File: src/rtl/miner_core_pass_ctrl.sv
// Sequencer for a multi-pass hash core. Each pass runs a message-schedule phase,
// a compression phase and a single add cycle. A job then ends with a one-cycle DONE pulse.
module miner_core_pass_ctrl #(
    parameter int NUM_PASSES  = 3,
    parameter int MSA_ROUNDS  = 48,
    parameter int COMP_ROUNDS = 64,
    localparam int CNT_W      = 7,
    localparam int PASS_W     = 3
) (
    input  logic              clk,
    input  logic              n_rst,
    input  logic              hash_enable,
    input  logic              skip_first,
    input  logic              abort,
    output logic              msa_en,
    output logic              comp_en,
    output logic              add_en,
    output logic [CNT_W-1:0]  round_idx,
    output logic [PASS_W-1:0] pass_idx,
    output logic              busy,
    output logic              finished
);

    typedef enum logic [2:0] {
        ST_IDLE,
        ST_MSA,
        ST_COMP,
        ST_ADD,
        ST_DONE
    } state_t;

    localparam logic [CNT_W-1:0]  MSA_LAST  = CNT_W'(MSA_ROUNDS - 1);
    localparam logic [CNT_W-1:0]  COMP_LAST = CNT_W'(COMP_ROUNDS - 1);
    localparam logic [PASS_W-1:0] PASS_LAST = PASS_W'(NUM_PASSES - 1);
    // Midstate reuse only makes sense when there is a later pass to jump to.
    localparam logic              SKIP_OK   = (NUM_PASSES > 1);

    state_t             state_q, state_d;
    logic [CNT_W-1:0]   round_q, round_d;
    logic [PASS_W-1:0]  pass_q,  pass_d;

    always_ff @(posedge clk or negedge n_rst) begin
        if (!n_rst) begin
            state_q <= ST_IDLE;
            round_q <= '0;
            pass_q  <= '0;
        end else begin
            state_q <= state_d;
            round_q <= round_d;
            pass_q  <= pass_d;
        end
    end

    always_comb begin
        state_d = state_q;
        round_d = round_q;
        pass_d  = pass_q;
        // Cancelling a job outranks every other transition, including leaving DONE.
        if (abort && (state_q != ST_IDLE)) begin
            state_d = ST_IDLE;
            round_d = '0;
            pass_d  = '0;
        end else begin
            unique case (state_q)
                ST_IDLE: begin
                    round_d = '0;
                    pass_d  = '0;
                    if (hash_enable && !abort) begin
                        state_d = ST_MSA;
                        pass_d  = (skip_first && SKIP_OK) ? PASS_W'(1) : '0;
                    end
                end
                ST_MSA: begin
                    if (round_q == MSA_LAST) begin
                        state_d = ST_COMP;
                        round_d = '0;
                    end else begin
                        round_d = round_q + CNT_W'(1);
                    end
                end
                ST_COMP: begin
                    if (round_q == COMP_LAST) begin
                        state_d = ST_ADD;
                        round_d = '0;
                    end else begin
                        round_d = round_q + CNT_W'(1);
                    end
                end
                ST_ADD: begin
                    round_d = '0;
                    if (pass_q == PASS_LAST) begin
                        state_d = ST_DONE;
                    end else begin
                        state_d = ST_MSA;
                        pass_d  = pass_q + PASS_W'(1);
                    end
                end
                ST_DONE: begin
                    state_d = ST_IDLE;
                    round_d = '0;
                    pass_d  = '0;
                end
                default: begin
                    state_d = ST_IDLE;
                    round_d = '0;
                    pass_d  = '0;
                end
            endcase
        end
    end

    assign msa_en    = (state_q == ST_MSA);
    assign comp_en   = (state_q == ST_COMP);
    assign add_en    = (state_q == ST_ADD);
    assign busy      = (state_q != ST_IDLE);
    assign finished  = (state_q == ST_DONE);
    assign round_idx = round_q;
    assign pass_idx  = pass_q;

endmodule

File: config.mk
export PLATFORM = sky130hd
export DESIGN_NAME = miner_core_pass_ctrl
export DESIGN_NICKNAME = d
export VERILOG_FILES = /design/src/rtl/miner_core_pass_ctrl.sv
export SDC_FILE = /design/constraint.sdc
export NUM_CORES = 1
export LEC_CHECK = 0
export CORE_AREA = 2 2 47 49
export DETAILED_ROUTE_END_ITERATION = 8
export DIE_AREA = 0 0 49 51
export MAX_ROUTING_LAYER = met4
export PLACE_DENSITY = 0.71
export SYNTH_ARGS = -nofsm -noshare
export SYNTH_HDL_FRONTEND = slang
export SYNTH_SLANG_ARGS = --single-unit
File: constraint.sdc
create_clock -name clk -period 1.3 [get_ports clk]
set_input_delay 0.195 -clock clk [delete_from_list [all_inputs] [get_ports clk]]
set_output_delay 0.195 -clock clk [all_outputs]
set_load 0.02 [all_outputs]
==> run summary <==
Number of top-level pins = 20
Switching power = 225 µW
Slowest cell on the critical path = dfrtp_1
Net switching share of the total power = 27.1%
Synth Register Bits = 13
# hold bufs at CTS = 0
Via density per instance = 5.07
Final instance area = 1320 µm²
Post-route DRC = 0
Syn-to-layout area delta = 64.0%
Hpwl dp = 1340 µm
Std cell rows = 17
Crit path time final = 1.40 ns
Cells after DPL = 137
Logic pwr share = 17.9%
Most common cell after layout, fill and taps aside = buf_6
Die Ht = 51 µm
Largest net degree at the start of global routing = 14
Arrival @ worst endpoint = 1.21 ns
Final setup margin = -0.100 ns
Clock power frac = 31.7%
Mapped Avg Cell Area = 10.2 µm²
HP Class = in2async
Area post-placement = 1140 µm²
Multi-input logic area = 577 µm²
Clock-pin slew on the worst setup and hold paths = 0.09 ns
Crit start category = flip-flop
Mapped Nets = 87
FF/Latch Area = 330 µm²
Post-synth top area cell = dfrtp_1
Vias in the first global route = 742
Crit-path leading delay family = flip-flops
CTS tree = built
Post-Syn Area = 807 µm²
DIE WIDTH = 49 µm
Post-route insts no fill = 145
Final ANT Viol Nets = 0
Share of layout cells above drive strength 1 = 55.6%
Max-cap violations = 0
Synth top area share = 40.3%
CP Cell Sequence = or3_4, buf_6
CP Class = reg2out
Gp weighted congestion = 0.831
Final setup viols = 6
ANT cells = 0
First-pass GRT wire length = 3350 µm
Outcome = finished, violations left
I/O Buffers = 19
Gate Count Post-Synth = 79
First DRT Iteration DRCs = 11
Total Routed Length = 1930 µm
DR pass1 iterations = 4
PwrDens = 627 nW/µm²
Worst ir drop on vdd = 0.000537 V
Largest stage delay, worst path = 0.40 ns
CTS sink cnt = 13
CP required = 1.11 ns
H-tree depth = 1
DIE AREA = 2500 µm²
Total track usage = 17.8%
Skew-Pair Late Insertion Delay = 0.28 ns
F_max = 0.714 GHz
Number of buffers created by CTS = 3
Final Hold Fails = 0
Failing checks = negative setup slack
Slew @ Worst Pin = 0.255 ns
Routed wl met2 = 994 µm
Root buffer cell = clkbuf_4
Fill cells = 172
Overall power = 830 µW
Yosys warns = 0
Flop pwr share = 50.4%
RSZ-0062 raised after global routing = true
Wl on met1 = 806 µm
Highest Signal Layer = met4
Initial Utilization = 39.1%
Global route overflow = 0
Crit Path Max Fanout = 2
Sequential fraction of the synthesis area = 40.3%
Via count = 735
Bufs on Longest Clock Path = 2
Max-slew violations = 0
Crit end category = output port
P_int = 605 µW
Buffers and inverters on the worst path = 1
Avg WL per Cell = 13.3 µm
Final worst-path cycle share = 108%
Largest cells by area after synthesis = dfrtp_1, nor3_2, ha_1
Initial antenna violation count = 0
Library cells used by synthesis = 33
Worst slew margin = 82.9%
Routed wl met3 = 99 µm
Most frequent cells in the layout = buf_6, dfrtp_1, buf_4, nor3_2, nand2_1
Skew final = 0.00352 ns
# nets final = 126
Core area = 2060 µm²
Static Leak = 0.569 nW
[cells by family (layout without fill, tap and decap cells)]
logic type	count (synthesis)	in the layout	synth area share [%]
xor+xnor	5	5	5.43
simple gates	42	42	35.5
fa+ha+maj	3	3	4.65
flops	13	13	40.3
compound gates	11	11	9.77
buf+inv	5	43	4.34
[layer usage]
layer | up-vias | global-route usage [%]
li1 | 357 | -
met1 | 351 | 19.4
met2 | 23 | 31.3
met3 | 4 | 5.56
met4 | 0 | 5.71
met5 | - | -
[area by class of cell]
cell class                 count  area share [%]
multi-input combinational     61            43.6
sequential                    13            25.0
tap                           28            2.65
timing repair buffer          37            26.3
inverter                       2           0.567
clock buffer                   4            1.98
[timing repair]
| action | 4_1_cts | 5_1_grt |
|---|---|---|
| resized for setup | 59 | 29 |
| endpoints found under the setup margin | 24 | 19 |
| setup buffers | 3 | 2 |
| pin swaps | 6 | 9 |
[worst paths after layout]
kind / startpoint / end / slack, ns / cells after the start
worst max-delay path: state_q[2] / busy / -0.10 / 2
worst min-delay path: n_rst / state_q[0] / 0.22 / 2
worst max register to register: state_q[0] / round_idx[1] / -0.02 / 5
worst min register to register: round_idx[0] / round_idx[0] / 0.57 / 2
max in group asynchronous: n_rst / round_idx[1] / 0.90 / 2
min in group clk: round_idx[0] / round_idx[0] / 0.57 / 2
[worst reg2reg max path, stage by stage, from the launching register on]
cell	delay [ns]
dfrtp_1	0.41
buf_6	0.14
nand2b_4	0.15
buf_6	0.12
o22a_4	0.26
nor3b_2	0.16
[registers in the layout, summed over array words and instances (netlist names)]
| register | flops |
|---|---|
| round_idx | 7 |
| pass_idx | 3 |
| state_q | 3 |
[per-stage QoR]
stage                     hold slack, ns  TNS [ns]  utilization [%]  setup slack (ns)
final                              0.221    -0.413             64.2            -0.100
after global routing               0.235     -1.00             64.2            -0.136
after CTS                          0.227    -0.431             59.3            -0.208
after detailed placement           0.532     -1.59             55.1            -0.259
after global placement             0.524     -1.55             55.1            -0.251
after floorplan                   -0.101    -0.217                -           -0.0386
[power by group through the flow]
stage / Clock (mW) / Sequential, mW / Combinational [mW]
6_report: 0.263 / 0.418 / 0.149
5_1_grt: 0.289 / 0.419 / 0.161
4_1_cts: 0.270 / 0.418 / 0.134
3_5_place_dp: 0 / 0.426 / 0.124
3_3_place_gp: 0 / 0.426 / 0.123
2_1_floorplan: 0 / 0.434 / 0.0549
[cells in the mapped netlist (all sizes together)]
cell type and instances:
o21ai 2, nor4 1, dfrtp 13, nand2 5, buf 3, a221oi 1, and3b 2, nand3 5
and3 2, nand4 1, nand2b 4, or3 1, a211oi 3, xnor2 4, and2b 1, ha 3
o21a 1, nor2b 2, xor2 1, or2 1, a21oi 3, nor3 9, nor3b 1, o22a 1
inv 2, and2 1, nor2 6
No activity file was read; power rests on OpenSTA's default activity.
